[config.mk]
export PLATFORM = sky130hd
export DESIGN_NAME = mitm_forward_engine
export DESIGN_NICKNAME = d
export VERILOG_FILES = /design/src/rtl/mitm_pkg.sv /design/src/rtl/mitm_sync_fifo.sv /design/src/rtl/mitm_forward_engine.sv
export SDC_FILE = /design/constraint.sdc
export NUM_CORES = 1
export LEC_CHECK = 0
export ABC_CLOCK_PERIOD_IN_PS = 6130
export CELL_PAD_IN_SITES_DETAIL_PLACEMENT = 0
export CELL_PAD_IN_SITES_GLOBAL_PLACEMENT = 1
export CORE_UTILIZATION = 49
export DETAILED_ROUTE_END_ITERATION = 12
export PLACE_DENSITY_LB_ADDON = 0.1
export SLEW_MARGIN = 40
export SYNTH_ARGS = -nofsm -noshare
export SYNTH_HDL_FRONTEND = slang
export SYNTH_SLANG_ARGS = --single-unit
[constraint.sdc]
create_clock -name sys_clk -period 6.13 [get_ports sys_clk]
set_input_delay 0.613 -clock sys_clk [delete_from_list [all_inputs] [get_ports sys_clk]]
set_output_delay 0.613 -clock sys_clk [all_outputs]
set_load 0.02 [all_outputs]
[src/rtl/mitm_pkg.sv]
// Shared definitions for the MITM forward engine: FSM encoding, counter width
// and the FIFO pointer-width helper.
package mitm_pkg;

  typedef enum logic [1:0] {
    IDLE      = 2'd0,
    START     = 2'd1,
    WAIT_DONE = 2'd2
  } state_t;

  localparam int CNT_W = 16;

  function automatic int ptr_w(input int depth);
    return (depth > 1) ? $clog2(depth) : 1;
  endfunction

endpackage

[src/rtl/mitm_sync_fifo.sv]
// Single-clock capture FIFO with occupancy count and synchronous flush.
// A push while full is accepted only when a pop frees a slot in the same cycle.
module mitm_sync_fifo
  import mitm_pkg::*;
#(
  parameter int WIDTH = 8,
  parameter int DEPTH = 4
) (
  input  logic                    clk,
  input  logic                    rst_n,
  input  logic                    flush,
  input  logic                    push,
  input  logic [WIDTH-1:0]        wdata,
  input  logic                    pop,
  output logic [WIDTH-1:0]        rdata,
  output logic                    full,
  output logic                    empty,
  output logic [ptr_w(DEPTH):0]   count
);

  localparam int PW = ptr_w(DEPTH);

  logic [WIDTH-1:0] mem [DEPTH];
  logic [PW-1:0]    wr_ptr;
  logic [PW-1:0]    rd_ptr;
  logic             do_push;
  logic             do_pop;

  assign full    = (count == (PW+1)'(DEPTH));
  assign empty   = (count == '0);
  assign do_pop  = pop & ~empty;
  assign do_push = push & (~full | do_pop);
  assign rdata   = mem[rd_ptr];

  always_ff @(posedge clk or negedge rst_n) begin
    if (!rst_n) begin
      wr_ptr <= '0;
      rd_ptr <= '0;
      count  <= '0;
    end else if (flush) begin
      wr_ptr <= '0;
      rd_ptr <= '0;
      count  <= '0;
    end else begin
      if (do_push) wr_ptr <= wr_ptr + PW'(1);
      if (do_pop)  rd_ptr <= rd_ptr + PW'(1);
      case ({do_push, do_pop})
        2'b10:   count <= count + (PW+1)'(1);
        2'b01:   count <= count - (PW+1)'(1);
        default: count <= count;
      endcase
    end
  end

  // Storage carries no reset; only the pointers define what is valid.
  always_ff @(posedge clk) begin
    if (do_push && !flush) mem[wr_ptr] <= wdata;
  end

endmodule

[src/rtl/mitm_forward_engine.sv]
// One-direction MITM forwarder: captures words from the real device, optionally
// substitutes MATCH_VALUE, and replays them through the fake-send handshake.
module mitm_forward_engine
  import mitm_pkg::*;
#(
  parameter int                       NUM_DATA_BITS = 8,
  parameter int                       FIFO_DEPTH    = 4,
  parameter logic [NUM_DATA_BITS-1:0] MATCH_VALUE   = 8'h00,
  parameter logic [NUM_DATA_BITS-1:0] REPLACE_VALUE = 8'hFF,
  parameter int                       DONE_TIMEOUT  = 65535
) (
  input  logic                     sys_clk,
  input  logic                     rst,
  input  logic                     enable,
  input  logic                     subst_en,
  input  logic                     clear_flags,
  input  logic                     recv_new_data,
  input  logic [NUM_DATA_BITS-1:0] real_recv_data,
  input  logic                     send_ready,
  input  logic                     send_done,
  output logic                     fake_select,
  output logic                     send_start,
  output logic [NUM_DATA_BITS-1:0] send_data,
  output logic                     keep_alive,
  output logic                     overflow,
  output logic                     timeout,
  output logic [CNT_W-1:0]         subst_count
);

  localparam int PW = ptr_w(FIFO_DEPTH);

  function automatic logic [CNT_W-1:0] sat_inc(input logic [CNT_W-1:0] v);
    return (v == '1) ? v : v + CNT_W'(1);
  endfunction

  state_t                   state, state_n;
  logic [CNT_W-1:0]         tmo_cnt;
  logic [NUM_DATA_BITS-1:0] wdata, head;
  logic [PW:0]              fifo_count, count_n;
  logic push_req, push, pop, flush, full, empty, subst_hit, tmo_hit, fs_n, ka_n;

  mitm_sync_fifo #(
    .WIDTH (NUM_DATA_BITS),
    .DEPTH (FIFO_DEPTH)
  ) u_fifo (
    .clk   (sys_clk),
    .rst_n (rst),
    .flush (flush),
    .push  (push),
    .wdata (wdata),
    .pop   (pop),
    .rdata (head),
    .full  (full),
    .empty (empty),
    .count (fifo_count)
  );

  always_comb begin
    push_req  = recv_new_data & enable;
    pop       = (state == IDLE) & ~empty & send_ready & enable;
    push      = push_req & (~full | pop);
    flush     = (state == IDLE) & ~enable;
    subst_hit = subst_en & (real_recv_data == MATCH_VALUE);
    wdata     = subst_hit ? REPLACE_VALUE : real_recv_data;
    tmo_hit   = (tmo_cnt == CNT_W'(DONE_TIMEOUT - 1));

    state_n = state;
    case (state)
      IDLE:      if (pop) state_n = START;
      START:     state_n = WAIT_DONE;
      WAIT_DONE: if (send_done || tmo_hit) state_n = IDLE;
      default:   state_n = IDLE;
    endcase

    // keep_alive is registered from next-cycle values so it tracks the
    // FIFO/FSM without a cycle of lag.
    if (flush) begin
      count_n = '0;
    end else begin
      case ({push, pop})
        2'b10:   count_n = fifo_count + (PW+1)'(1);
        2'b01:   count_n = fifo_count - (PW+1)'(1);
        default: count_n = fifo_count;
      endcase
    end
    fs_n = (state_n == IDLE) ? enable : 1'b1;
    ka_n = fs_n & ((count_n != '0) | (state_n != IDLE));
  end

  always_ff @(posedge sys_clk or negedge rst) begin
    if (!rst) begin
      state       <= IDLE;
      tmo_cnt     <= '0;
      fake_select <= 1'b0;
      send_start  <= 1'b0;
      send_data   <= '0;
      keep_alive  <= 1'b0;
      overflow    <= 1'b0;
      timeout     <= 1'b0;
      subst_count <= '0;
    end else begin
      state       <= state_n;
      fake_select <= fs_n;
      keep_alive  <= ka_n;
      send_start  <= pop;
      if (pop) send_data <= head;

      if (state == START)
        tmo_cnt <= '0;
      else if (state == WAIT_DONE && !send_done && !tmo_hit)
        tmo_cnt <= tmo_cnt + CNT_W'(1);

      // Set events take priority over a coincident clear.
      if (push_req && full && !pop) overflow <= 1'b1;
      else if (clear_flags)         overflow <= 1'b0;

      if (state == WAIT_DONE && !send_done && tmo_hit) timeout <= 1'b1;
      else if (clear_flags)                            timeout <= 1'b0;

      if (push && subst_hit) subst_count <= sat_inc(subst_count);
    end
  end

endmodule

* Word-level counts from Yosys, hierarchy flattened
Memories as Yosys holds them, arrays and structs flattened. A register that Yosys moved wholly into a read port is not among the register bits.
Cells that the tools add are included.
** Word-level totals
- Output and inout bits :: 29
- Word-level logic and storage cells :: 90
- RAM bits :: 32
- Register bits after elaboration :: 46
- Input bits :: 16
- Memories kept :: 1
** Memories
- u_fifo.mem :: words 4, bits a word 8, rd ports 1, clocked after memory_dff 1, wr ports 1, RTL line mitm_sync_fifo.sv:23 : logic [WIDTH-1:0] mem [DEPTH];
** Operators by class
- Bitwise gates (word level) :: 17
- Equality and inequality tests :: 9
- Muxes and demuxes :: 20
- Add/sub/neg operators :: 6
- Reductions and logical operators :: 26
** Operator list (count)
- adder 16 x 1 -> 16 bit (second input constant) :: 2
- equality test 16 bit (second input constant) :: 2
- two-way mux 16 bit :: 2
- two-way mux 2 bit :: 6
- case mux 3 bit (2 select lines) :: 2
- nonzero test 2 bit :: 6
- AND 1 bit :: 10
- logical NOT 8 bit :: 1
- two-way mux 8 bit :: 1
- logical AND 1 bit :: 7
- equality test 2 x 1 -> 1 bit (second input constant) :: 3
- equality test 2 bit (second input constant) :: 3
- two-way mux 1 bit :: 6
- two-way mux 3 bit :: 2
- case mux 2 bit (3 select lines) :: 1
- nonzero test 3 bit :: 2
- logical NOT 1 bit :: 5
- adder 2 x 1 -> 2 bit (second input constant) :: 2
- logical NOT 2 bit :: 2
- NOT 1 bit :: 4
- adder 3 x 1 -> 3 bit (second input constant) :: 1
- equality test 3 bit (second input constant) :: 1
- logical NOT 3 bit :: 1
- OR 1 bit :: 3
- 3 further kinds :: 3

* Longest topological paths before layout
- Depth after elaboration :: 13
- Depth in mapped cells :: 11
- Mapped depth without buffers :: 10

* Cells and area by module
Synthesis repeated with hierarchy kept, for this count alone.
** Second synthesis, totals
- Cells, all modules :: 352
- Area, all modules :: 4354.2 um^2
** Modules (own cells, without submodules)
- mitm_forward_engine :: instances 1, area each 2566.2 um^2, cells an instance 246, sequential area each 1176.1 um^2
- mitm_sync_fifo :: instances 1, area each 1788.0 um^2, cells an instance 106, sequential area each 1136.1 um^2

* Worst setup path before layout
No wires, ideal clock.
- Path kind :: input port to flip-flop
- Start point :: input recv_new_data
- End point :: register keep_alive
- Arrival time :: 2.251 ns
- Cell stages on the path :: 9
- Library setup time :: 0.131 ns
- Slack :: 3.748 ns
- Path buffers :: 1
- Data required time :: 5.999 ns
- Cells stage by stage :: buf_1 -> nand2_1 -> a31oi_4 -> inv_4 -> ha_1 -> inv_1 -> o41ai_1 -> a21oi_1 -> or3_1
** Between the ends
- Longest elaborated chain between the ends :: 8
- Elaborated cells on any way between the ends :: 9
- Those cells by class :: eq/ne (2); mux (2); bitwise (4); reduce/logical (1)
** Ends and longest elaborated chain
- start, declared :: RTL line mitm_forward_engine.sv:17 : input logic recv_new_data,
- AND 1 bit * :: RTL line mitm_forward_engine.sv:59 : push_req = recv_new_data & enable;
- AND 1 bit * :: RTL line mitm_forward_engine.sv:61 : push = push_req & (~full | pop);
- equality test 2 x 1 -> 1 bit / equality test 2 bit (equally long branches) :: RTL line mitm_forward_engine.sv:80 : case ({push, pop})
- case mux 3 bit (2 select lines) * :: RTL line mitm_forward_engine.sv:80
- two-way mux 3 bit * :: RTL line mitm_forward_engine.sv:77 : if (flush) begin
- nonzero test 3 bit * :: RTL line mitm_forward_engine.sv:87 : ka_n = fs_n & ((count_n != '0) | (state_n != IDLE));
- OR 1 bit * :: RTL line mitm_forward_engine.sv:87
- AND 1 bit * :: RTL line mitm_forward_engine.sv:87
- via ka_n :: RTL line mitm_forward_engine.sv:40 : logic push_req, push, pop, flush, full, empty, subst_hit, tmo_hit, fs_n, ka_n;
- end signal, assigned :: RTL line mitm_forward_engine.sv:104 : keep_alive <= ka_n;
- end, declared :: RTL line mitm_forward_engine.sv:24 : output logic keep_alive,
The timed path passes the listed nets; every way through them passes the cells marked *.
A chain may end at the register's enable or synchronous reset.

* Worst setup path in the final report
- Start point :: input enable
- End point :: register keep_alive
** Between the ends
- Longest elaborated chain between the ends :: 9
- Elaborated cells on any way between the ends :: 18
- Those cells by class :: eq/ne (2); mux (5); bitwise (8); reduce/logical (3)
** Ends and longest elaborated chain
- start, declared :: RTL line mitm_forward_engine.sv:14 : input logic enable,
- AND 1 bit :: RTL line mitm_forward_engine.sv:60 : pop = (state == IDLE) & ~empty & send_ready & enable;
- OR 1 bit :: RTL line mitm_forward_engine.sv:61
- AND 1 bit :: RTL line mitm_forward_engine.sv:61
- equality test 2 x 1 -> 1 bit / equality test 2 bit (equally long branches) :: RTL line mitm_forward_engine.sv:80
- case mux 3 bit (2 select lines) :: RTL line mitm_forward_engine.sv:80
- two-way mux 3 bit :: RTL line mitm_forward_engine.sv:77
- nonzero test 3 bit :: RTL line mitm_forward_engine.sv:87
- OR 1 bit :: RTL line mitm_forward_engine.sv:87
- AND 1 bit * :: RTL line mitm_forward_engine.sv:87
- via ka_n :: RTL line mitm_forward_engine.sv:40
Marked as above.

==> flow_summary_export.csv <==
group,metric,value,unit
clocking,clkTransAtPathRegs,0.08,ns
worst_setup_path,end_kind,"register",
finish,nFillCells,630,
die,die_w,93.20,um
die,io_pins,45,
routing,avgViaCountPerCell,5.441,
global_routing,overflow,0,
finish,antenna_cells,0,
finish,area_growth,18.94,%
routing,drc_errors,0,
global_routing,grt_usage,0.2012,
die,core-area,0.007888,mm2
power_and_ir_drop,cellLeakagePower,1.997,nW
finish,regArea,0.002312,mm2
sta,tightest_slew,0.6883,ns
finish,fin_util,0.6145,
die,start_util,0.5167,
placement,place_congestion,0.7982,
worst_setup_path,cp_max_fo,14,
routing,avgRoutedWirePerCell,15.60,um
synthesis,yosys.area.top_type,"dfrtp_1",
routing,totalWireLength,7785,um
finish,fin_cells,499,
synthesis,syn-cell-area,0.004075,mm2
synthesis,async_flop_share,0.6279,
worst_setup_path,reg2regPathDepth,10,
worst_setup_path,crit_arrival,3.24,ns
worst_setup_path,path_class,"in -> reg",
synthesis,yosys_most_used_dff,"dfrtp_1",
die,die_y,93.20,um
global_routing,antenna_found_initial,0,
global_routing,grt_pass1_vias,2777,
min_path,min_path_type,"in -> async",
clocking,clock_sinks,86,
power_and_ir_drop,power.density,332.7,mW/mm2
clocking,cts_resized,0,
sta,fmax,0.3317,GHz
routing,wl_met1,3650,um
clocking,cts_max_path_buffers,2,
placement,dp.cells,483,
sta,fin_worst_hold_slack,0.3699,ns
sta,slew_viol_final,0,
synthesis,yosysSeqAreaShare,0.5674,
placement,dp_hpwl,5474,um
sta,period_share,0.4917,
sta,fin_ws,3.116,ns
power_and_ir_drop,max-vdd-ir-drop,0.1867,mV
power_and_ir_drop,power,1.612,mW
clocking,clock_latency,0.35,ns
clocking,cts_tree,"built",
synthesis,syn-instance-count,345,
synthesis,yosys_register_bits,86,
sta,rsz0062_at_grt,"false",
finish,multi_input_area,0.001664,mm2
status,status,"complete, no violations",
global_routing,grt_pass1_wl,13270,um
worst_setup_path,regToRegSetupSlack,3.22,ns
sta,finalHoldViolCount,0,
synthesis,avgSynthCellArea,11.81,um2
synthesis,synth_top_area_share,0.3316,
routing,vias,2715,
clocking,cts_hold_buf,0,
sta,clock_skew,0.01131,ns
sta,maxSlewHeadroom,0.5411,
clocking,cts-root-buf,"clkbuf_8",
routing,met3_length,263,um
die,num_rows,32,
job,drv_cap,0,
die,die_area,0.008685,mm2
finish,nNetsFinal,421,
routing,wl_met2,3759,um
placement,port-buffer-count,44,
synthesis,syn-num-nets,374,
sta,fin_crit,3.014,ns
placement,post-place-ws,2.437,ns
worst_setup_path,cp.required,6.36,ns
global_routing,grt_max_degree,55,
clocking,cts-buffers-inserted,9,
routing,top_layer_used,"met4",
clocking,htree_levels,3,
finish,drive_above_1_share,0.09068,
placement,place_area,0.004604,mm2
routing,drtAntennaViolNets,0,
synthesis,synthTopCellsByArea,"dfrtp_1, edfxtp_1, mux4_2",
sta,fin_setup_tns,0,ns
finish,layout_commonest_cell,"dfrtp_1",
synthesis,synth.distinct_cells,50,
sta,setup_viol,0,
synthesis,yosysWarnings,0,
finish,layout_common_cells,"dfrtp_1, nand2_1, clkdlybuf4s50_1, edfxtp_1, nor2_1",
routing,drt_first_pass_iters,4,
routing,drt_first_iter_violations,152,
finish,finalInstanceArea,0.004847,mm2
worst_setup_path,critPathLaunchType,"input pin",
clocking,post_cts_buffers,0,
synthesis,synth_edf_count,32,
[final timing paths]
kind                                                to                   startpoint
min                        u_fifo.count[2]$_DFFE_PN0P_                          rst
max in group asynchronous       tmo_cnt[7]$_DFFE_PN0P_                          rst
max reg2reg                       keep_alive$_DFF_PN0_  u_fifo.count[0]$_DFFE_PN0P_
min reg2reg                   send_data[4]$_DFFE_PN0N_     send_data[4]$_DFFE_PN0N_
min in group sys_clk          send_data[4]$_DFFE_PN0N_     send_data[4]$_DFFE_PN0N_
max                               keep_alive$_DFF_PN0_                       enable
[cells by family (layout without fill, tap and decap cells)]
kind of cell	Yosys count	count (layout)	share of synthesized area
compound gates	23	23	0.04176
simple gates	155	155	0.2033
buf+inv	25	77	0.02548
xor+xnor	29	29	0.06233
mux	14	14	0.05987
fa+ha+maj	13	13	0.03992
flops	86	86	0.5674
[worst max-delay path, cell delays in order]
cell and delay (ns):
clkdlybuf4s50_1 0.64, nand4bb_4 0.19, nor2_2 0.48, inv_1 0.33, ha_1 0.29, a21o_1 0.15
a21oi_1 0.15, a21oi_1 0.08, or3_1 0.31
[Yosys cell counts, types with 3 or more instances]
| cell | count |
|---|---|
| edfxtp_1 | 32 |
| xor2_1 | 12 |
| inv_1 | 15 |
| nand3_1 | 20 |
| o21ai_0 | 6 |
| mux2i_1 | 3 |
| xnor2_1 | 17 |
| clkbuf_1 | 7 |
| or3_1 | 3 |
| nor4_1 | 3 |
| and2_1 | 5 |
| mux4_2 | 8 |
| nor3_1 | 9 |
| nand4_1 | 11 |
| and3_1 | 3 |
| nor2_1 | 27 |
| ha_1 | 13 |
| and4_1 | 6 |
| nand2_1 | 45 |
| dfrtp_1 | 54 |
| nand2b_1 | 9 |
[report_power, final]
group | internal, mW | switching, mW | leakage, nW | total (mW)
clock network | 0.273 | 0.197 | 0.114 | 0.470
logic | 0.185 | 0.204 | 0.873 | 0.389
registers | 0.676 | 0.0780 | 1.01 | 0.754
total | 1.13 | 0.479 | 2.00 | 1.61
[sequential cells by signal, summed over array words and instances (netlist names)]
name           cells
fake_select        1
keep_alive         1
overflow           1
send_data          8
send_start         1
state              2
subst_count       16
timeout            1
tmo_cnt           16
u_fifo.count       3
u_fifo.mem        32
u_fifo.rd_ptr      2
u_fifo.wr_ptr      2
[cell type report]
class / instances / area share
inverter: 16 / 0.01291
clock inverter: 5 / 0.02194
tap: 102 / 0.02633
multi-input combinational: 234 / 0.3433
sequential: 86 / 0.4770
clock buffer: 11 / 0.02710
timing repair buffer: 45 / 0.09138
[layer usage]
metal,GRT usage,vias to the layer above
li1,-,1316
met1,0.2618,1336
met2,0.3303,54
met3,0.04878,9
met4,0.06795,0
met5,0,-
Note: power is estimated with default switching activity, not from simulation.
